===== src/rtl/fpga_cfg_pkg.sv =====
// Shared definitions for the FPGA configuration loader: FSM state encoding,
// default preamble, CRC-8 polynomial, frame-class counts and the serial CRC step.
package fpga_cfg_pkg;

    typedef enum logic [2:0] {
        IDLE  = 3'd0,
        SYNC  = 3'd1,
        LOAD  = 3'd2,
        CHECK = 3'd3,
        DONE  = 3'd4,
        ERROR = 3'd5
    } cfg_state_t;

    localparam logic [7:0] SYNC_WORD_DEFAULT = 8'hA5;
    localparam logic [7:0] CRC8_POLY         = 8'h07;
    localparam int         NUM_TILES         = 14;
    localparam int         NUM_SWITCHES      = 22;

    // One MSB-first serial CRC-8 step: feedback is the outgoing MSB xor the new bit.
    function automatic logic [7:0] crc8_step(input logic [7:0] crc, input logic b);
        logic fb;
        fb = crc[7] ^ b;
        return {crc[6:0], 1'b0} ^ (fb ? CRC8_POLY : 8'h00);
    endfunction

endpackage


===== src/rtl/cfg_crc8.sv =====
// Serial CRC-8 accumulator (init 0x00, MSB first) with synchronous clear and bit enable.
module cfg_crc8
    import fpga_cfg_pkg::*;
(
    input  logic       clock,
    input  logic       reset,
    input  logic       clear,
    input  logic       enable,
    input  logic       bit_in,
    output logic [7:0] crc
);

    // Clear has priority so a new load never inherits the previous remainder.
    always_ff @(posedge clock or posedge reset) begin
        if (reset) begin
            crc <= 8'h00;
        end else if (clear) begin
            crc <= 8'h00;
        end else if (enable) begin
            crc <= crc8_step(crc, bit_in);
        end
    end

endmodule


===== src/rtl/config_loader.sv =====
// Serial configuration loader: hunts for the sync preamble, then deserialises
// NUM_FRAMES frames of FRAME_W bits (MSB first) and writes each one out with a
// single-cycle cfg_we strobe. Optional macro CFG_LOADER_CRC_EN adds a trailing
// CRC-8 byte check (CHECK state) that selects DONE or ERROR.
module config_loader
    import fpga_cfg_pkg::*;
#(
    parameter int         NUM_FRAMES = 36,
    parameter int         FRAME_W    = 33,
    parameter logic [7:0] SYNC_WORD  = SYNC_WORD_DEFAULT
) (
    input  logic               clock,
    input  logic               reset,
    input  logic               start,
    input  logic               bit_in,
    input  logic               bit_valid,
    output logic               bit_ready,
    output logic [5:0]         cfg_addr,
    output logic [FRAME_W-1:0] cfg_data,
    output logic               cfg_we,
    output logic               busy,
    output logic               done,
    output logic               error
);

    localparam int               BIT_W      = $clog2(FRAME_W);
    localparam logic [BIT_W-1:0] LAST_BIT   = BIT_W'(FRAME_W - 1);
    localparam logic [5:0]       LAST_FRAME = 6'(NUM_FRAMES - 1);

    cfg_state_t         state;
    logic [BIT_W-1:0]   bit_cnt;
    logic [5:0]         frame_idx;
    logic [7:0]         sync_win;
    logic [FRAME_W-1:0] frame_sh;

    logic               accept;
    logic [7:0]         win_next;
    logic [FRAME_W-1:0] frame_next;

    assign accept     = bit_valid & bit_ready;
    assign win_next   = {sync_win[6:0], bit_in};
    assign frame_next = {frame_sh[FRAME_W-2:0], bit_in};

`ifdef CFG_LOADER_CRC_EN
    logic [7:0] crc;
    logic [7:0] chk_sh;
    logic [2:0] chk_cnt;
    logic       crc_clear;
    logic       crc_en;

    // A start that is honoured (loader not busy) restarts the CRC; only frame bits feed it.
    assign crc_clear = start & ~busy;
    assign crc_en    = accept & (state == LOAD);

    cfg_crc8 u_crc (
        .clock  (clock),
        .reset  (reset),
        .clear  (crc_clear),
        .enable (crc_en),
        .bit_in (bit_in),
        .crc    (crc)
    );
`else
    assign error = 1'b0;
`endif

    // Loader FSM; every status output is registered alongside the state change.
    always_ff @(posedge clock or posedge reset) begin
        if (reset) begin
            state     <= IDLE;
            bit_ready <= 1'b0;
            busy      <= 1'b0;
            done      <= 1'b0;
            cfg_we    <= 1'b0;
            cfg_addr  <= '0;
            cfg_data  <= '0;
            bit_cnt   <= '0;
            frame_idx <= '0;
            sync_win  <= '0;
            frame_sh  <= '0;
`ifdef CFG_LOADER_CRC_EN
            error     <= 1'b0;
            chk_sh    <= '0;
            chk_cnt   <= '0;
`endif
        end else begin
            cfg_we <= 1'b0;
            case (state)
                IDLE, DONE, ERROR: begin
                    if (start) begin
                        state     <= SYNC;
                        busy      <= 1'b1;
                        bit_ready <= 1'b1;
                        done      <= 1'b0;
                        bit_cnt   <= '0;
                        frame_idx <= '0;
                        sync_win  <= '0;
`ifdef CFG_LOADER_CRC_EN
                        error     <= 1'b0;
                        chk_cnt   <= '0;
`endif
                    end
                end
                SYNC: begin
                    if (accept) begin
                        sync_win <= win_next;
                        if (win_next == SYNC_WORD) begin
                            state <= LOAD;
                        end
                    end
                end
                LOAD: begin
                    if (accept) begin
                        frame_sh <= frame_next;
                        if (bit_cnt == LAST_BIT) begin
                            bit_cnt  <= '0;
                            cfg_we   <= 1'b1;
                            cfg_addr <= frame_idx;
                            cfg_data <= frame_next;
                            if (frame_idx == LAST_FRAME) begin
`ifdef CFG_LOADER_CRC_EN
                                state     <= CHECK;
`else
                                state     <= DONE;
                                busy      <= 1'b0;
                                bit_ready <= 1'b0;
                                done      <= 1'b1;
`endif
                            end else begin
                                frame_idx <= frame_idx + 6'd1;
                            end
                        end else begin
                            bit_cnt <= bit_cnt + 1'b1;
                        end
                    end
                end
`ifdef CFG_LOADER_CRC_EN
                CHECK: begin
                    if (accept) begin
                        chk_sh  <= {chk_sh[6:0], bit_in};
                        chk_cnt <= chk_cnt + 3'd1;
                        if (chk_cnt == 3'd7) begin
                            busy      <= 1'b0;
                            bit_ready <= 1'b0;
                            if ({chk_sh[6:0], bit_in} == crc) begin
                                state <= DONE;
                                done  <= 1'b1;
                            end else begin
                                state <= ERROR;
                                error <= 1'b1;
                            end
                        end
                    end
                end
`endif
                default: begin
                    state     <= IDLE;
                    busy      <= 1'b0;
                    bit_ready <= 1'b0;
                end
            endcase
        end
    end

endmodule


===== config.mk =====
export PLATFORM = sky130hd
export DESIGN_NAME = config_loader
export DESIGN_NICKNAME = d
export VERILOG_FILES = /design/src/rtl/fpga_cfg_pkg.sv /design/src/rtl/cfg_crc8.sv /design/src/rtl/config_loader.sv
export SDC_FILE = /design/constraint.sdc
export NUM_CORES = 1
export LEC_CHECK = 0
export CAP_MARGIN = 10
export CORE_MARGIN = 2
export CORE_UTILIZATION = 54
export CTS_BUF_LIST = sky130_fd_sc_hd__clkbuf_4 sky130_fd_sc_hd__clkbuf_8
export CTS_CLUSTER_SIZE = 12
export DETAILED_ROUTE_END_ITERATION = 8
export PLACE_DENSITY = 0.81
export SLEW_MARGIN = 20
export SYNTH_ARGS = -nofsm -noshare
export SYNTH_HDL_FRONTEND = slang
export SYNTH_HIERARCHICAL = 1
export SYNTH_SLANG_ARGS = --single-unit

===== constraint.sdc =====
create_clock -name clock -period 7.6 [get_ports clock]
set_clock_uncertainty 0.05 [all_clocks]
set_input_delay 1.52 -clock clock [delete_from_list [all_inputs] [get_ports clock]]
set_output_delay 1.52 -clock clock [all_outputs]
set_load 0.01 [all_outputs]

# After elaboration in Yosys (flattened, before gate mapping)
# Cells that the tools add are included.
[totals]
reg_bits = 96
out_inout_bits = 44
[op_classes]
add_sub_neg = 2
n_eq_ne = 14
muxes = 31
n_bitwise = 2
n_reduce_logical = 12
[ops]
columns = ["operator", "n"]
rows = [
  ["$mux 6", 6],
  ["$pmux 6 s2", 2],
  ["$mux 3", 6],
  ["$reduce_and 5->1", 3],
  ["$mux 7", 2],
  ["$ne 2x2->1 const B", 7],
  ["$pmux 7 s2", 1],
  ["$add 6x1->6 const B", 2],
  ["$eq 6x6->1 const B", 2],
  ["$mux 1", 11],
  ["$pmux 3 s3", 1],
  ["$reduce_and 3->1", 3],
  ["$eq 8x8->1 const B", 1],
  ["$eq 3x3->1 const B", 2],
  ["$reduce_and 6->1", 1],
  ["$reduce_bool 2->1", 2],
  ["$eq 3x1->1 const B", 1],
  ["$eq 3x2->1 const B", 1],
  ["$logic_not 3->1", 1],
  ["$pmux 1 s3", 1],
  ["$reduce_or 3->1", 1],
  ["$pmux 1 s2", 1],
  ["$reduce_and 2->1", 1],
  ["$and 1x1->1", 1],
  ["$not 1->1", 1],
]

# Longest topological paths before layout
# Gate-level depths: netlist (run 1).
[depth]
depth_word = 5
depth_mapped = 7

# Least setup slack after synthesis (run 1)
# Ideal clock, no wire load.
[synth_path]
path_type = "input to register"
startpoint = "input port bit_valid"
endpoint = "register cfg_addr[5]"
t_arrival_ns = 2.614
required_ns = 7.425
setup_slack_ns = 4.811
stages = 4
path_buffers = 1
path_cell_list = "nand3b_4 nor4_4 buf_4 mux2_2"
[synth_between]
elab_chain_len = 2
[synth_rtl]
columns = ["item", "line", "source"]
rows = [
  ["start, declared", "config_loader.sv:16", "input logic bit_valid,"],
  ["$and 1x1->1", "config_loader.sv:40", "assign accept = bit_valid & bit_ready;"],
  ["$reduce_and 3->1 (no line)", "-", ""],
  ["end signal, assigned", "config_loader.sv:118", "cfg_addr <= frame_idx;"],
  ["end, declared", "config_loader.sv:18", "output logic [5:0] cfg_addr,"],
]
# Every way passes these cells.
# A chain may end at the register's enable or synchronous reset.

# Worst setup path in the final report (run 1)
[layout_path]
startpoint = "input port bit_valid"
endpoint = "register frame_sh[15]"
[layout_between]
elab_chain_len = 2
[layout_rtl]
columns = ["item", "line", "source"]
rows = [
  ["$and 1x1->1", "config_loader.sv:40", ""],
  ["$reduce_and 2->1 (no line)", "-", ""],
  ["end signal, assigned", "config_loader.sv:114", "frame_sh <= frame_next;"],
  ["end, declared", "config_loader.sv:34", "logic [FRAME_W-1:0] frame_sh;"],
]
# Every way passes these cells.

==> reports/summary.md, run 1 <==
Synthesized flop and latch total: 96. 0 antenna diodes ended up in the layout. After clock tree synthesis, the flow added hold-fix buffers numbering 0. The latest clock arrival within the worst-skew pair is 0.36 ns, and the number of warnings reported in the yosys synthesis log is 6.

The initial core utilization came out at 0.551. The run gives 0.179 as the total global routing track utilization. The floorplan step defined a core boundary enclosing 7140 um2.

The number of fill cells was 552. The run gives 9 as the CTS buffer count. The upper clock frequency limit is 310 MHz, and the number of top-level design ports is 49. The flow ran to the end, and the final reports show no timing, DRC or antenna violations.

Compared with the post-synthesis result, the final layout area differs by 18.5%. Clock tree synthesis found a total of 96 sinks. The CTS clock-pin slew for the worst setup and hold paths was 0.09 ns. Aggregate negative setup slack: 0 ns. The tools report the number of antenna violations at the first check in global routing as 0. In the final design database the tool counted 338 nets. The number of distinct library cells after synthesis is 36. The total instance count after detailed placement came out at 418. The kind of start point of the critical path was an input pin. Measured along the y axis, the die boundary spans 89.3 um.

In the routed layout, each cell is associated on average with a via count of 5.40. After detailed routing, the number of remaining DRC violations is 0. Die area: 7980 um2.

The average cell area after synthesis came out at 13.9 um2. The area of combinational cells with multiple inputs was 1440 um2; the final critical-path required period was 3.23 ns. In the final layout, flip-flops and latches occupy 2400 um2.

The placement row count is 31. TritonCTS built the clock tree. The run gives 69 as the pin count of the biggest net entering global routing. The final worst hold slack is 0.462 ns, and the proportion of netlist area held by the largest area contributor is 0.611. The min-delay analysis places its worst path in the category reg2reg. Counting along the longest clock path gives a buffer depth of 2.

The first-pass GRT wire length came out at 10.9 mm. The mapped netlist covers 3930 um2. Of all nets on the critical path, the largest fanout is 37.

Buffers placed on the I/O ports in this run total 47. Final cycle utilization of the critical path: 0.425. The run gives 0 as the total setup buffers inserted after CTS. Across all layers, the routed design uses 2344 vias. Setup violations remaining at the end of the flow were counted as 0. Max-cap violations in this run came to 0. Clock tree synthesis selected as its root buffer the cell sky130_fd_sc_hd__clkbuf_8. The count of final hold-check violations is 0, and the number of levels in the clock H-tree is 3.

The max-slew headroom at the worst pin was 0.363; the worst path arrival time was 3.42 ns. The fraction of synthesis flops using an asynchronous set or reset pin came out at 1.00. The required time reported for the critical path endpoint came out at 7.80 ns. For the pin with the worst max-slew slack, the measured transition is 0.952 ns.

The tools report the number of detailed-routing iterations run before antenna repair as 4. Endpoint type of the worst setup path: a flop. The main flop type after synthesis was sky130_fd_sc_hd__dfrtp_1. The count of cells in the finished layout, fillers not included, comes to 434.

The run gives 0.611 as the proportion of synthesized chip area in sequential cells. By startpoint and endpoint, the worst setup path is classified as in2reg. The tools report the number of global-route vias before repair as 2294. After synthesis, the cell types taking the most area are sky130_fd_sc_hd__dfrtp_1 61%, sky130_fd_sc_hd__mux2_2 20%, sky130_fd_sc_hd__o21ai_0 1.7%. Setup repair after global routing left no endpoint under its margin. The routed wire length came out at 6.43 mm. Horizontal die dimension: 89.3 um.

Counting every instance in the synthesized netlist gives 283. The placed wire-length estimate was 4.24 mm; the number of flops mapped to enable cells by yosys was 0. The largest voltage drop on the vdd net was 124 uV; the synthesized netlist net count was 291. For this design the static power due to leakage is 2.21 nW.

In the synthesized netlist, the cells that appear most often are 96 x sky130_fd_sc_hd__dfrtp_1, 71 x sky130_fd_sc_hd__mux2_2, 17 x sky130_fd_sc_hd__nand2_1. Dividing total power by cell area gives a power density of 179 nW/um2. Total global routing overflow: 0.

The tools report the number of routed nets with antenna violations as 0. The count of routing violations after the opening detailed-route iteration was 112. In this run, post-CTS repair resized a total of 0 instances. The largest total area in the synthesized netlist belongs to sky130_fd_sc_hd__dfrtp_1. Most frequently used cell type in the post-synthesis netlist: sky130_fd_sc_hd__dfrtp_1. After detailed routing, the average wire length per cell comes to 14.8 um. The proportion of layout cells with a drive suffix above 1 was 0.290.

The run gives 0 as the number of max-slew violations in the final report. The weighted congestion reported at the end of routability-driven placement is 0.793.
-- worst max-delay path: stages --
cell and delay [ns]:
sky130_fd_sc_hd__clkdlybuf4s50_1 0.57, sky130_fd_sc_hd__nand3b_4 0.13, sky130_fd_sc_hd__nor2_4 0.76, sky130_fd_sc_hd__mux2_2 0.42
-- report_power, final --
| group | total (mW) | switching, mW | internal (mW) |
|---|---|---|---|
| combinational | 0.0135 | 0.0108 | 0.00266 |
| sequential | 0.510 | 0 | 0.510 |
| clock | 0.309 | 0.184 | 0.125 |
-- per-stage QoR --
stage	setup slack (ns)	instance area, um2	power (mW)	utilization
final	4.37	4660	0.833	0.653
after global routing	4.26	4660	0.862	0.653
after CTS	4.36	4660	0.842	0.653
after detailed placement	3.96	4470	0.535	0.627
after global placement	4.01	4470	0.535	0.627
after floorplan	3.52	3930	0.529	-
-- worst paths after layout --
| check | from | endpoint | slack, ns | cells past startpoint |
|---|---|---|---|---|
| worst max-delay path | bit_valid | frame_sh[15]$_DFFE_PP0P_ | 4.37 | 4 |
| min in group asynchronous | reset | cfg_data[4]$_DFFE_PP0P_ | 1.44 | 2 |
| worst min register to register | sync_win[6]$_DFFE_PP0P_ | sync_win[6]$_DFFE_PP0P_ | 0.46 | 1 |
| worst min-delay path | sync_win[6]$_DFFE_PP0P_ | sync_win[6]$_DFFE_PP0P_ | 0.46 | 1 |
| worst max register to register | bit_cnt[0]$_DFFE_PP0P_ | cfg_data[10]$_DFFE_PP0P_ | 5.36 | 6 |
| max in group asynchronous | reset | frame_sh[27]$_DFFE_PP0P_ | 4.94 | 3 |
-- state kept, by name, summed over array words and instances (netlist names) --
name,cells
bit_cnt,6
busy,1
cfg_addr,6
cfg_data,33
cfg_we,1
done,1
frame_idx,6
frame_sh,32
state,3
sync_win,7
-- layout make-up --
| cell class | count | area share |
|---|---|---|
| clock buffer | 9 | 0.0266 |
| timing repair buffer | 49 | 0.104 |
| inverter | 5 | 0.00456 |
| tap | 99 | 0.0266 |
| sequential | 96 | 0.516 |
| multi-input combinational | 169 | 0.309 |
| clock inverter | 7 | 0.0134 |
-- cell families (layout without fill, tap and decap cells) --
| group | after synthesis | count (layout) | synth area share |
|---|---|---|---|
| mux | 71 | 71 | 0.203 |
| simple gates | 54 | 54 | 0.0856 |
| xor+xnor | 1 | 1 | 0.00223 |
| buf+inv | 18 | 70 | 0.0239 |
| fa+ha+maj | 3 | 3 | 0.00955 |
| compound gates | 39 | 39 | 0.0633 |
| flops | 96 | 96 | 0.611 |
| other cells | 1 | 1 | 0.000954 |
-- layer usage --
| layer | share of wire | up-vias | wire length, um | GRT usage |
|---|---|---|---|---|
| met1 | 0.47 | 1182 | 3030 | 0.241 |
| met3 | 0.025 | 11 | 162 | 0.0332 |
| li1 | - | 1114 | - | - |
| met5 | 0 | - | 0 | 0 |
| met4 | 0.021 | 0 | 138 | 0.0950 |
| met2 | 0.48 | 37 | 3100 | 0.276 |
-- cells in the final DEF, fill, tap and decap left out, types with 6 or more instances in the layout --
cell type                          n
sky130_fd_sc_hd__clkbuf_8          9
sky130_fd_sc_hd__dfrtp_1          96
sky130_fd_sc_hd__o21ai_0          13
sky130_fd_sc_hd__a21oi_1           7
sky130_fd_sc_hd__mux2_2           71
sky130_fd_sc_hd__clkdlybuf4s50_1  47
sky130_fd_sc_hd__a31oi_1           6
sky130_fd_sc_hd__nand3_1           7
sky130_fd_sc_hd__nand2_1          17
sky130_fd_sc_hd__a22o_1            7
(Power assumes the default switching activity.)
==> run 2: changes to the inputs <==
clock period = 3.35 ns   (was 7.6 ns; I/O delays follow)
==> reports/summary.md, run 2 (synthesis gave the netlist of run 1 again) <==
The flow ran to the end, and the final reports show no timing, DRC or antenna violations. The floorplan step set the die width to 89.3 um. The pin count of the biggest net entering global routing is 54. After detailed routing, the number of remaining DRC violations is 0.

The total power divided by cell area is 431 nW/um2, and the number of antenna violations at the first check in global routing is 0. The final setup violation count is 0, and the weighted congestion reported at the end of routability-driven placement is 0.789. The slowest stage of the critical path belongs to the cell sky130_fd_sc_hd__clkdlybuf4s50_1. For the total global routing track utilization, the log shows 0.173. The relative contribution of combinational cells to total power was 0.016; the worst path arrival time was 2.50 ns. The floorplan step defined a die boundary enclosing 7980 um2. Broken down by cell family, the worst path's largest delay share belongs to buffers and inverters.

The final critical-path required period was 2.27 ns. In the layout the commonest cells are 96 x sky130_fd_sc_hd__dfrtp_1, 71 x sky130_fd_sc_hd__mux2_2, 47 x sky130_fd_sc_hd__clkdlybuf4s50_1. The proportion of layout cells with a drive suffix above 1 is 0.294.

The endpoint type of the worst setup path is a flop. The number of sinks handled by clock tree synthesis is 96. The required time reported for the critical path endpoint is 3.58 ns.

The first global-routing pass estimated 10.6 mm of wire. The part of the power in the clock network is 0.416, and the routed length per instance is 14.6 um. The tools report the share of total power in sequential cells as 0.568. The later pin in the worst-skew pair is clocked with a latency of 0.36 ns.

The run gives 340 as the final net count. For the placed wire-length estimate, the log shows 4.23 mm. The type of the setup path with the least slack is in2reg. The final cycle utilization of the critical path works out to 0.678.

The kind of start point of the critical path is an input pin. The die extent in y came out at 89.3 um. Register with the most flip-flops: cfg_data. Port buffering added 47 buffers. The min-delay analysis places its worst path in the category reg2reg. Cell internal power was estimated by the tool at 1.60 mW. The area overhead of the layout relative to synthesis came out at 20.4%.

The flip-flop count of the largest register after layout was 33; the total global routing overflow was 0. For this design the total switching power over the nets is 436 uW. The number of antenna repair diodes was 0.

Number of detailed-routing iterations run before antenna repair: 4. The run gives 9 as the CTS buffer count. For the static leakage, the log shows 2.25 nW. The number of vias after detailed routing is 2332.

The logs give 0 for the count of final hold-check violations and 531 for the number of fill cells. The max-slew headroom at the worst pin is 0.504, and the delay of the slowest cell on the worst path is 0.56 ns. The area of combinational cells with multiple inputs is 1440 um2. The core region is 7140 um2. After clock tree synthesis, the clock-pin slew on the worst setup and hold paths is 0.09 ns.

TritonCTS built the clock tree. Post-CTS repair changed the size of 0 cells. After routing, the total negative slack on setup checks comes to 0 ns. The critical path buffer and inverter count is 2, and the number of routed nets with antenna violations is 0. Timing would allow up to 440 MHz. The detailed router finished its first iteration with 120 violations.

The max-capacitance violation count came out at 0. After detailed routing, the total wire length is 6.36 mm. The initialized floorplan defines 31 standard-cell rows. Dividing the detail-routed via count by the number of cells gives 5.35. On the final layout, the worst hold slack is 0.458 ns. Quantity of hold-fixing buffers added after cts: 0. The largest registers in the layout are cfg_data: 33 flops, frame_sh: 32 flops, sync_win: 7 flops. In this run the number of H-tree levels came out at 3. The run gives 0 as the number of max-slew violations in the final report. The run gives 2309 as the number of global-route vias before repair. The largest voltage drop on the vdd net is 231 uV. Walking the worst path, the cells encountered are clkdlybuf4s50_1, nand3b_4, nor4_4, buf_4, and2_1, a21oi_1, a31oi_1.

The tools report the initial core utilization as 0.551. Transition time of the tightest slew-check pin: 0.741 ns. Setup repair after global routing left no endpoint under its margin. The cell sitting at the root of the clock tree is a sky130_fd_sc_hd__clkbuf_8. In this run the worst path has a maximum fanout of 35.

The net switching share of the total power works out to 0.214. Most common library cell in the layout ignoring fill and taps: sky130_fd_sc_hd__dfrtp_1. Total setup buffers inserted after CTS: 0. The buffer levels on the longest clock path came out at 2.

49 I/O pins were placed. In the final layout, flip-flops and latches occupy 2400 um2.
==> run 2: cell count changes in the layout (fill, tap and decap cells not counted) <==
cell	delta
sky130_fd_sc_hd__buf_12	+1
sky130_fd_sc_hd__buf_4	+1
sky130_fd_sc_hd__bufinv_16	+2
sky130_fd_sc_hd__clkinv_4	-2
sky130_fd_sc_hd__clkinvlp_4	-1
sky130_fd_sc_hd__inv_8	+1
==> run 2: path summary, 6_finish.rpt <==
check	start	end	slack, ns	depth (start not counted)
worst max register to register	bit_cnt[0]$_DFFE_PP0P_	frame_idx[2]$_DFFE_PP0P_	1.20	8
max in group asynchronous	reset	frame_sh[27]$_DFFE_PP0P_	1.94	3
worst min register to register	sync_win[6]$_DFFE_PP0P_	sync_win[6]$_DFFE_PP0P_	0.46	1
min in group asynchronous	reset	cfg_data[7]$_DFFE_PP0P_	0.66	2
worst min-delay path	sync_win[6]$_DFFE_PP0P_	sync_win[6]$_DFFE_PP0P_	0.46	1
worst max-delay path	bit_valid	frame_idx[2]$_DFFE_PP0P_	1.08	7
==> run 2: cell type report <==
type | instances | share of cell area
inverters | 5 | 0.00449
repair buffers | 51 | 0.108
clock inverters | 7 | 0.0230
well taps | 99 | 0.0262
clock buffers | 9 | 0.0262
flip-flops and latches | 96 | 0.508
multi-input cells | 169 | 0.304
==> run 2: worst reg2reg max path, stage by stage, from the launching register on <==
cell and delay, ns:
sky130_fd_sc_hd__dfrtp_1 0.42, sky130_fd_sc_hd__inv_1 0.07, sky130_fd_sc_hd__ha_1 0.20, sky130_fd_sc_hd__nand4bb_4 0.15, sky130_fd_sc_hd__nor4_4 0.29, sky130_fd_sc_hd__buf_4 0.45
sky130_fd_sc_hd__and2_1 0.24, sky130_fd_sc_hd__a21oi_1 0.08, sky130_fd_sc_hd__a31oi_1 0.14
==> run 2: stage by stage <==
stage,cell area [um2],setup slack (ns),instances,power (mW),util
2_1_floorplan,3930,0.125,283,1.20,-
3_3_place_gp,4500,0.763,420,1.21,0.631
3_5_place_dp,4500,0.710,420,1.22,0.631
4_1_cts,4730,1.08,436,2.06,0.663
5_1_grt,4730,0.973,436,2.12,0.663
6_report,4730,1.08,436,2.04,0.663
==> run 2: power groups by stage <==
stage	Clock, mW	Sequential (mW)	Combinational [mW]
2_1_floorplan	0	1.18	0.0197
3_3_place_gp	0	1.18	0.0341
3_5_place_dp	0	1.18	0.0347
4_1_cts	0.870	1.16	0.0346
5_1_grt	0.928	1.16	0.0388
6_report	0.848	1.16	0.0328
==> run 2: per-layer routing <==
layer,global-route usage,vias to the layer above,share of wire
li1,-,1108,-
met1,0.232,1176,0.47
met2,0.277,39,0.48
met3,0.0295,9,0.028
met4,0.0801,0,0.019
met5,0,-,0
